===== src/rtl/mul_pipe_pkg.sv =====
// Shared types, opcode constants and arithmetic helpers for the multiply pipeline.
// Only a 32-bit datapath with 5-bit register addresses is supported.
package mul_pipe_pkg;

   localparam int XLEN_C = 32;
   localparam int AW_C   = 5;
   localparam int PROD_W = 66;

   localparam logic [6:0] OPC_OP    = 7'b0110011;
   localparam logic [6:0] F7_MULDIV = 7'b0000001;

   localparam logic [2:0] F3_MUL    = 3'b000;
   localparam logic [2:0] F3_MULH   = 3'b001;
   localparam logic [2:0] F3_MULHSU = 3'b010;
   localparam logic [2:0] F3_MULHU  = 3'b011;

   typedef struct packed {
      logic              valid;
      logic              we;
      logic [AW_C-1:0]   addr;
      logic [2:0]        funct3;
      logic [XLEN_C-1:0] instruction;
      logic [XLEN_C-1:0] pc;
      logic [XLEN_C-1:0] data;
      logic [PROD_W-1:0] prod;
   } slot_t;

   localparam slot_t SLOT_RESET = '0;

   function automatic logic is_mul(input logic [XLEN_C-1:0] ins);
      return (ins[31:25] == F7_MULDIV) && (ins[6:0] == OPC_OP) && (ins[14] == 1'b0);
   endfunction

   // Operands widened to 33 bits with per-opcode signedness; the low 66 bits of
   // the sign-extended unsigned product equal the signed 66-bit product.
   function automatic logic [PROD_W-1:0] mul_product(input logic [2:0]        f3,
                                                     input logic [XLEN_C-1:0] rs1,
                                                     input logic [XLEN_C-1:0] rs2);
      logic              a_signed;
      logic              b_signed;
      logic [32:0]       a33;
      logic [32:0]       b33;
      logic [PROD_W-1:0] a66;
      logic [PROD_W-1:0] b66;
      a_signed = (f3 != F3_MULHU);
      b_signed = (f3 == F3_MUL) || (f3 == F3_MULH);
      a33      = {a_signed & rs1[31], rs1};
      b33      = {b_signed & rs2[31], rs2};
      a66      = {{33{a33[32]}}, a33};
      b66      = {{33{b33[32]}}, b33};
      return a66 * b66;
   endfunction

   function automatic logic [XLEN_C-1:0] select_result(input logic [2:0]        f3,
                                                       input logic [PROD_W-1:0] prod);
      return (f3 == F3_MUL) ? prod[31:0] : prod[63:32];
   endfunction

endpackage


===== src/rtl/mul_pipe_if.sv =====
// Execute-side request, writeback-side result and hazard query bundle of mul_pipe.
interface mul_pipe_if #(
   parameter int XLEN = 32,
   parameter int AW   = 5
);
   logic            kill_i;
   logic            stall_i;
   logic [XLEN-1:0] exe_instruction_i;
   logic [XLEN-1:0] exe_pc_i;
   logic [XLEN-1:0] exe_rs1_data_i;
   logic [XLEN-1:0] exe_rs2_data_i;
   logic [AW-1:0]   exe_write_addr_i;
   logic            exe_int_write_enable_i;
   logic            wb_valid_o;
   logic [XLEN-1:0] wb_int_write_data_o;
   logic [AW-1:0]   wb_write_addr_o;
   logic            wb_int_write_enable_o;
   logic [XLEN-1:0] wb_instruction_o;
   logic [XLEN-1:0] wb_pc_o;
   logic            busy_o;
   logic [AW-1:0]   hz_addr_i;
   logic            hz_match_o;
   logic            hz_fwd_valid_o;
   logic [XLEN-1:0] hz_fwd_data_o;

   modport slave (
      input  kill_i, stall_i, exe_instruction_i, exe_pc_i, exe_rs1_data_i,
             exe_rs2_data_i, exe_write_addr_i, exe_int_write_enable_i, hz_addr_i,
      output wb_valid_o, wb_int_write_data_o, wb_write_addr_o, wb_int_write_enable_o,
             wb_instruction_o, wb_pc_o, busy_o, hz_match_o, hz_fwd_valid_o, hz_fwd_data_o
   );

   modport master (
      output kill_i, stall_i, exe_instruction_i, exe_pc_i, exe_rs1_data_i,
             exe_rs2_data_i, exe_write_addr_i, exe_int_write_enable_i, hz_addr_i,
      input  wb_valid_o, wb_int_write_data_o, wb_write_addr_o, wb_int_write_enable_o,
             wb_instruction_o, wb_pc_o, busy_o, hz_match_o, hz_fwd_valid_o, hz_fwd_data_o
   );
endinterface


===== src/rtl/mul_pipe_slot.sv =====
// One pass-through register slot of the multiply pipeline (slots 3 and later).
module mul_pipe_slot
   import mul_pipe_pkg::*;
(
   input  logic  clk_i,
   input  logic  rst_i,
   input  logic  kill_i,
   input  logic  stall_i,
   input  slot_t d_i,
   output slot_t q_o
);

   slot_t slot_q;

   // Kill clears, stall holds, otherwise take the previous slot unchanged.
   always_ff @(posedge clk_i or posedge rst_i) begin
      if (rst_i) begin
         slot_q <= SLOT_RESET;
      end else if (kill_i) begin
         slot_q <= SLOT_RESET;
      end else if (!stall_i) begin
         slot_q <= d_i;
      end
   end

   assign q_o = slot_q;

endmodule


===== src/rtl/mul_pipe.sv =====
// Multiplier pipeline after execute: product in slot 1, result select in slot 2,
// plain carry through slots 3..STAGES, plus a combinational hazard/forward query.
module mul_pipe
   import mul_pipe_pkg::*;
#(
   parameter int STAGES = 5,
   parameter int XLEN   = 32,
   parameter int AW     = 5
) (
   input logic       clk_i,
   input logic       rst_i,
   mul_pipe_if.slave bus
);

   slot_t slot1_d;
   slot_t slot1_q;
   slot_t slot2_d;
   slot_t slot2_q;
   slot_t slots_s [1:STAGES];

   logic [AW-1:0]   hz_addr_s;
   logic [3:0]      youngest_s;
   logic            hit_s;
   logic            match_s;
   logic            fwd_valid_s;
   logic [XLEN-1:0] fwd_data_s;
   logic            busy_s;

   // Bubbles still carry instruction and PC so writeback sees the stream intact.
   always_comb begin
      slot1_d             = SLOT_RESET;
      slot1_d.instruction = bus.exe_instruction_i;
      slot1_d.pc          = bus.exe_pc_i;
      if (is_mul(bus.exe_instruction_i)) begin
         slot1_d.valid  = 1'b1;
         slot1_d.we     = bus.exe_int_write_enable_i & (bus.exe_write_addr_i != {AW_C{1'b0}});
         slot1_d.addr   = bus.exe_write_addr_i;
         slot1_d.funct3 = bus.exe_instruction_i[14:12];
         slot1_d.prod   = mul_product(bus.exe_instruction_i[14:12],
                                      bus.exe_rs1_data_i, bus.exe_rs2_data_i);
      end else begin
         slot1_d.valid = 1'b0;
      end
   end

   // Slot 2 picks the low or high product word.
   always_comb begin
      slot2_d = slot1_q;
      if (slot1_q.valid) begin
         slot2_d.data = select_result(slot1_q.funct3, slot1_q.prod);
      end else begin
         slot2_d.data = 32'd0;
      end
   end

   always_ff @(posedge clk_i or posedge rst_i) begin
      if (rst_i) begin
         slot1_q <= SLOT_RESET;
         slot2_q <= SLOT_RESET;
      end else if (bus.kill_i) begin
         slot1_q <= SLOT_RESET;
         slot2_q <= SLOT_RESET;
      end else if (!bus.stall_i) begin
         slot1_q <= slot1_d;
         slot2_q <= slot2_d;
      end
   end

   assign slots_s[1] = slot1_q;
   assign slots_s[2] = slot2_q;

   for (genvar k = 3; k <= STAGES; k++) begin : gen_slot
      mul_pipe_slot u_slot (
         .clk_i   (clk_i),
         .rst_i   (rst_i),
         .kill_i  (bus.kill_i),
         .stall_i (bus.stall_i),
         .d_i     (slots_s[k-1]),
         .q_o     (slots_s[k])
      );
   end

   assign hz_addr_s = bus.hz_addr_i;

   // Scan oldest to youngest so the lowest matching index wins.
   always_comb begin
      youngest_s = 4'd0;
      hit_s      = 1'b0;
      busy_s     = 1'b0;
      for (int k = STAGES; k >= 1; k--) begin
         hit_s      = slots_s[k].valid && slots_s[k].we && (slots_s[k].addr == hz_addr_s);
         youngest_s = hit_s ? 4'(k) : youngest_s;
         busy_s     = busy_s | slots_s[k].valid;
      end
      match_s     = (youngest_s != 4'd0) && (hz_addr_s != {AW_C{1'b0}});
      fwd_valid_s = match_s && (youngest_s >= 4'd2);
      if (fwd_valid_s) begin
         fwd_data_s = slots_s[youngest_s].data;
      end else begin
         fwd_data_s = 32'd0;
      end
   end

   assign bus.wb_valid_o            = slots_s[STAGES].valid;
   assign bus.wb_int_write_data_o   = slots_s[STAGES].data;
   assign bus.wb_write_addr_o       = slots_s[STAGES].addr;
   assign bus.wb_int_write_enable_o = slots_s[STAGES].we;
   assign bus.wb_instruction_o      = slots_s[STAGES].instruction;
   assign bus.wb_pc_o               = slots_s[STAGES].pc;
   assign bus.busy_o                = busy_s;
   assign bus.hz_match_o            = match_s;
   assign bus.hz_fwd_valid_o        = fwd_valid_s;
   assign bus.hz_fwd_data_o         = fwd_data_s;

endmodule


===== src/flat_wrapper.sv =====
// flat-port wrapper written by rule: the top's interface ports become plain ports
module mul_pipe_flat import mul_pipe_pkg::*;
#(
   parameter int STAGES = 5,
   parameter int XLEN   = 32,
   parameter int AW     = 5
)
  (clk_i, rst_i, bus_kill_i, bus_stall_i, bus_exe_instruction_i, bus_exe_pc_i, bus_exe_rs1_data_i, bus_exe_rs2_data_i, bus_exe_write_addr_i, bus_exe_int_write_enable_i, bus_hz_addr_i, bus_wb_valid_o, bus_wb_int_write_data_o, bus_wb_write_addr_o, bus_wb_int_write_enable_o, bus_wb_instruction_o, bus_wb_pc_o, bus_busy_o, bus_hz_match_o, bus_hz_fwd_valid_o, bus_hz_fwd_data_o);
  mul_pipe_if #(.XLEN(XLEN), .AW(AW)) bus_i ();
  input logic clk_i;
  input logic rst_i;
  input wire logic [$bits(bus_i.kill_i)-1:0] bus_kill_i;
  input wire logic [$bits(bus_i.stall_i)-1:0] bus_stall_i;
  input wire logic [$bits(bus_i.exe_instruction_i)-1:0] bus_exe_instruction_i;
  input wire logic [$bits(bus_i.exe_pc_i)-1:0] bus_exe_pc_i;
  input wire logic [$bits(bus_i.exe_rs1_data_i)-1:0] bus_exe_rs1_data_i;
  input wire logic [$bits(bus_i.exe_rs2_data_i)-1:0] bus_exe_rs2_data_i;
  input wire logic [$bits(bus_i.exe_write_addr_i)-1:0] bus_exe_write_addr_i;
  input wire logic [$bits(bus_i.exe_int_write_enable_i)-1:0] bus_exe_int_write_enable_i;
  input wire logic [$bits(bus_i.hz_addr_i)-1:0] bus_hz_addr_i;
  output wire logic [$bits(bus_i.wb_valid_o)-1:0] bus_wb_valid_o;
  output wire logic [$bits(bus_i.wb_int_write_data_o)-1:0] bus_wb_int_write_data_o;
  output wire logic [$bits(bus_i.wb_write_addr_o)-1:0] bus_wb_write_addr_o;
  output wire logic [$bits(bus_i.wb_int_write_enable_o)-1:0] bus_wb_int_write_enable_o;
  output wire logic [$bits(bus_i.wb_instruction_o)-1:0] bus_wb_instruction_o;
  output wire logic [$bits(bus_i.wb_pc_o)-1:0] bus_wb_pc_o;
  output wire logic [$bits(bus_i.busy_o)-1:0] bus_busy_o;
  output wire logic [$bits(bus_i.hz_match_o)-1:0] bus_hz_match_o;
  output wire logic [$bits(bus_i.hz_fwd_valid_o)-1:0] bus_hz_fwd_valid_o;
  output wire logic [$bits(bus_i.hz_fwd_data_o)-1:0] bus_hz_fwd_data_o;
  assign bus_i.kill_i = bus_kill_i;
  assign bus_i.stall_i = bus_stall_i;
  assign bus_i.exe_instruction_i = bus_exe_instruction_i;
  assign bus_i.exe_pc_i = bus_exe_pc_i;
  assign bus_i.exe_rs1_data_i = bus_exe_rs1_data_i;
  assign bus_i.exe_rs2_data_i = bus_exe_rs2_data_i;
  assign bus_i.exe_write_addr_i = bus_exe_write_addr_i;
  assign bus_i.exe_int_write_enable_i = bus_exe_int_write_enable_i;
  assign bus_i.hz_addr_i = bus_hz_addr_i;
  assign bus_wb_valid_o = bus_i.wb_valid_o;
  assign bus_wb_int_write_data_o = bus_i.wb_int_write_data_o;
  assign bus_wb_write_addr_o = bus_i.wb_write_addr_o;
  assign bus_wb_int_write_enable_o = bus_i.wb_int_write_enable_o;
  assign bus_wb_instruction_o = bus_i.wb_instruction_o;
  assign bus_wb_pc_o = bus_i.wb_pc_o;
  assign bus_busy_o = bus_i.busy_o;
  assign bus_hz_match_o = bus_i.hz_match_o;
  assign bus_hz_fwd_valid_o = bus_i.hz_fwd_valid_o;
  assign bus_hz_fwd_data_o = bus_i.hz_fwd_data_o;
  mul_pipe #(.STAGES(STAGES), .XLEN(XLEN), .AW(AW)) u_core (.clk_i(clk_i), .rst_i(rst_i), .bus(bus_i));
endmodule

===== config.mk =====
export PLATFORM = sky130hd
export DESIGN_NAME = mul_pipe_flat
export DESIGN_NICKNAME = d
export VERILOG_FILES = /design/src/rtl/mul_pipe_pkg.sv /design/src/rtl/mul_pipe_if.sv /design/src/rtl/mul_pipe_slot.sv /design/src/rtl/mul_pipe.sv /design/src/flat_wrapper.sv
export SDC_FILE = /design/constraint.sdc
export NUM_CORES = 2
export LEC_CHECK = 0
export CORE_ASPECT_RATIO = 1.4
export CORE_MARGIN = 5
export CORE_UTILIZATION = 65
export CTS_CLUSTER_SIZE = 10
export DETAILED_ROUTE_END_ITERATION = 10
export GPL_ROUTABILITY_DRIVEN = 0
export PLACE_DENSITY = 0.94
export SYNTH_ARGS = -nofsm -noshare
export SYNTH_HDL_FRONTEND = slang
export SYNTH_SLANG_ARGS = --single-unit

===== constraint.sdc =====
create_clock -name clk_i -period 35.9 [get_ports clk_i]
set_input_delay 7.18 -clock clk_i [delete_from_list [all_inputs] [get_ports clk_i]]
set_output_delay 7.18 -clock clk_i [all_outputs]
set_load 0.02 [all_outputs]

==> impl_metrics.py <==
metrics = {
    "cells_and_area": {
        "final_net_count": 7769,
        "syn_to_final_growth_pct": 8.106,
        "filler_cell_count": 5670,
        "layout-drive-gt1-share_pct": 3.178,
        "stdcell_area_um2": 66200,
        "final_util_pct": 70.66,
    },
    "drt": {
        "detail-route-antenna-nets": 0,
        "drt-pass1-iter-count": 8,
        "detailedRoute.firstIterationViolations": 5166,
        "drt-vias-per-instance": 6.280,
        "detail_route.wirelength_um": 180300,
        "num_vias": 47190,
        "drc_violation_count_after_routing": 0,
        "route.detailed.wl_per_inst_um": 24.00,
    },
    "yosys": {
        "mappedNetlistNets": 7736,
        "yosysSeqAreaShare_pct": 22.48,
        "synth_seq_cells": 550,
        "synth-main-ff-cell": "sky130_fd_sc_hd__dfrtp_1",
        "yosysWarnings": 0,
        "post-synth-top-area-fraction_pct": 36.78,
        "synth_top_cells_by_area": "sky130_fd_sc_hd__fa_1 37%, sky130_fd_sc_hd__dfrtp_1 22%, sky130_fd_sc_hd__mux2i_1 8.8%",
        "ys_async_sr_fraction_pct": 100.0,
        "count_of_cell_types_in_the_netlist": 70,
        "post-synth-top-count-cell": "sky130_fd_sc_hd__inv_1",
        "postSynthAreaPerCell_um2": 9.788,
        "synth.cell_area_um2": 61230,
        "post_synth_most_frequent_cells": "1205 x sky130_fd_sc_hd__inv_1, 1125 x sky130_fd_sc_hd__fa_1, 922 x sky130_fd_sc_hd__nand2_1, 550 x sky130_fd_sc_hd__dfrtp_1, 541 x sky130_fd_sc_hd__mux2i_1",
        "number_of_flops_mapped_to_enable_cells_by_yosys": 0,
        "yosysTopAreaCell": "sky130_fd_sc_hd__fa_1",
        "netlist_instances": 6256,
    },
    "global_route": {
        "first_global_vias": 53900,
        "grt_util_all_layers_pct": 36.02,
        "first_pass_grt_wire_length_um": 285700,
        "pin_count_of_the_biggest_net_entering_global_routing": 170,
        "initial_antenna_violation_count": 11,
        "grt-ovfl-total": 0,
    },
    "cts": {
        "cts_tree": "done",
        "ctsHoldBuffers": 0,
        "cts_inserted_buffers": 61,
        "ctsLongestPathBuffers": 3,
        "ctsResizeCount": 0,
        "ctsHtreeMaxLevel": 2,
        "clk_sinks": 550,
        "post-cts-setup-buffers": 0,
        "clock_tree.root_cell": "sky130_fd_sc_hd__clkbuf_16",
        "clkTransAtPathRegs_ns": 0.05,
        "worstSkewPairLatency_ns": 0.65,
    },
    "floorplanning": {
        "dieArea_um2": 100500,
        "i_o_pins": 281,
        "core_area_um2": 93690,
        "floorplan.die.height_um": 373.2,
        "row_count": 133,
        "die_w_um": 269.4,
        "floorplan.initialDensity_pct": 65.36,
    },
    "critical_path": {
        "reg2reg_depth": 4,
        "endpoint_kind": "primary output",
        "path_max_fanout": 65,
        "rrSetupSlack_ns": 34.06,
        "r2r_end": "u_core.slot2_q[79]$_DFFE_PP0P_",
        "criticalPathCategory": "primary input to primary output",
        "data_required_critical_path_ns": 28.72,
        "worst-endpoint-arrival_ns": 11.07,
        "startpoint_type": "primary input",
        "timing.rr.start": "u_core.slot1_q[163]$_DFFE_PP0P_",
    },
    "sta": {
        "finalHoldViolations": 0,
        "finalWorstPathRequiredPeriod_ns": 18.25,
        "final.period_utilization_pct": 50.83,
        "fin_skew_ns": 0.08614,
        "final-setup-viol-count": 0,
        "final-max-slew-violation-count": 0,
        "maximum_clock_frequency_ghz": 0.05480,
        "worst_slew_margin_rel_pct": 19.11,
        "tightestPinTransition_ns": 1.213,
        "setup_total_negative_slack_ns": 0,
        "grt_setup_unrepaired": "no",
    },
    "placement": {
        "port_buffers": 280,
        "dpl.hpwl_um": 128800,
        "placed_area_um2": 64520,
    },
    "run_status": {
        "outcome": "finished, final reports clean",
    },
    "hold_path": {
        "hold_end": "u_core.slot1_q[11]$_DFFE_PP0P_",
        "worstHoldPathType": "flop to flop",
        "number_of_cells_traversed_by_the_worst_hold_path": 2,
        "hold_path.startpoint": "u_core.slot1_q[11]$_DFFE_PP0P_",
    },
    "job": {
        "max-cap-violations": 0,
    },
}
final cells by class:
class	instances	area, µm²	area share, %
Clock inverter	5	127.6	0.1928
Clock buffer	62	1530	2.312
Multi-Input combinational cell	4133	41570	62.80
Tap cell	1215	1520	2.296
Antenna cell	6	15.01	0.02268
Timing Repair Buffer	338	3138	4.740
Sequential cell	550	13760	20.79
Inverter	1205	4531	6.844
cells by family after synthesis:
| family | Yosys count | synth area share, % |
|---|---|---|
| compound gates | 333 | 3.645 |
| xor+xnor | 97 | 1.387 |
| fa+ha+maj | 1337 | 41.11 |
| buf+inv | 1573 | 9.689 |
| flops | 550 | 22.48 |
| mux | 541 | 8.843 |
| simple gates | 1825 | 12.85 |
metal layers:
metal  share of wire [%]  global-route usage (%)  routed length [µm]  up-vias
met5               0.019                       0                  35        -
met4                  10                   27.47               18340        6
met3                  11                   9.435               19180     1494
met2                  49                   60.34               87470     3531
met1                  31                   39.18               55320    23430
li1                    -                       -                   -    18730
flip-flops by register name (all words and copies together), names as in the netlist:
| name | cells |
|---|---|
| u_core.slot1_q | 138 |
| u_core.slot2_q | 103 |
| u_core.gen_slot.u_slot.q_o | 309 |
cells in the final DEF, fill, tap and decap left out, types with 27 or more instances in the layout:
cell	instances
sky130_fd_sc_hd__xnor2_1	56
sky130_fd_sc_hd__a21o_1	34
sky130_fd_sc_hd__nand2_1	921
sky130_fd_sc_hd__clkdlybuf4s50_1	251
sky130_fd_sc_hd__mux2i_1	541
sky130_fd_sc_hd__buf_4	56
sky130_fd_sc_hd__clkbuf_16	61
sky130_fd_sc_hd__nor2_1	500
sky130_fd_sc_hd__ha_1	212
sky130_fd_sc_hd__o22ai_1	32
sky130_fd_sc_hd__xor2_1	41
sky130_fd_sc_hd__o21ai_0	106
sky130_fd_sc_hd__buf_2	27
sky130_fd_sc_hd__fa_1	1125
sky130_fd_sc_hd__a21oi_1	48
sky130_fd_sc_hd__and2_1	293
sky130_fd_sc_hd__inv_1	1204
sky130_fd_sc_hd__dfrtp_1	550
per-stage QoR:
step           hold slack, ns  instances  setup WS [ns]
2_1_floorplan          0.4385       6256          13.34
3_3_place_gp           0.4499       7441          18.15
3_5_place_dp           0.4559       7441          17.90
4_1_cts                0.4680       7508          17.81
5_1_grt                0.5045       7509          17.62
6_report               0.4675       7514          17.65
worst max-delay path by stage:
stage                      from                                        endpoint  slack (ns)
2_1_floorplan             rst_i  u_core.gen_slot[3].u_slot.q_o[100]$_DFFE_PP0P_       13.34
3_3_place_gp   bus_hz_addr_i[4]                            bus_hz_fwd_data_o[8]       18.15
3_5_place_dp   bus_hz_addr_i[4]                           bus_hz_fwd_data_o[19]       17.90
4_1_cts        bus_hz_addr_i[4]                           bus_hz_fwd_data_o[28]       17.81
5_1_grt        bus_hz_addr_i[0]                           bus_hz_fwd_data_o[10]       17.62
6_report       bus_hz_addr_i[4]                           bus_hz_fwd_data_o[28]       17.65
worst max-delay path, stage by stage:
cell and delay (ns):
sky130_fd_sc_hd__clkdlybuf4s50_1 0.58, sky130_fd_sc_hd__xor2_1 0.24, sky130_fd_sc_hd__nor4_1 0.43, sky130_fd_sc_hd__nand4_1 0.29
sky130_fd_sc_hd__a21boi_4 0.19, sky130_fd_sc_hd__buf_4 0.81, sky130_fd_sc_hd__mux2i_1 0.29, sky130_fd_sc_hd__o22ai_1 0.25
sky130_fd_sc_hd__and2_1 0.15, sky130_fd_sc_hd__clkdlybuf4s50_1 0.59
Power is not shown: default switching activity piles up to over one toggle a cycle in this logic, so the estimate is an artifact.
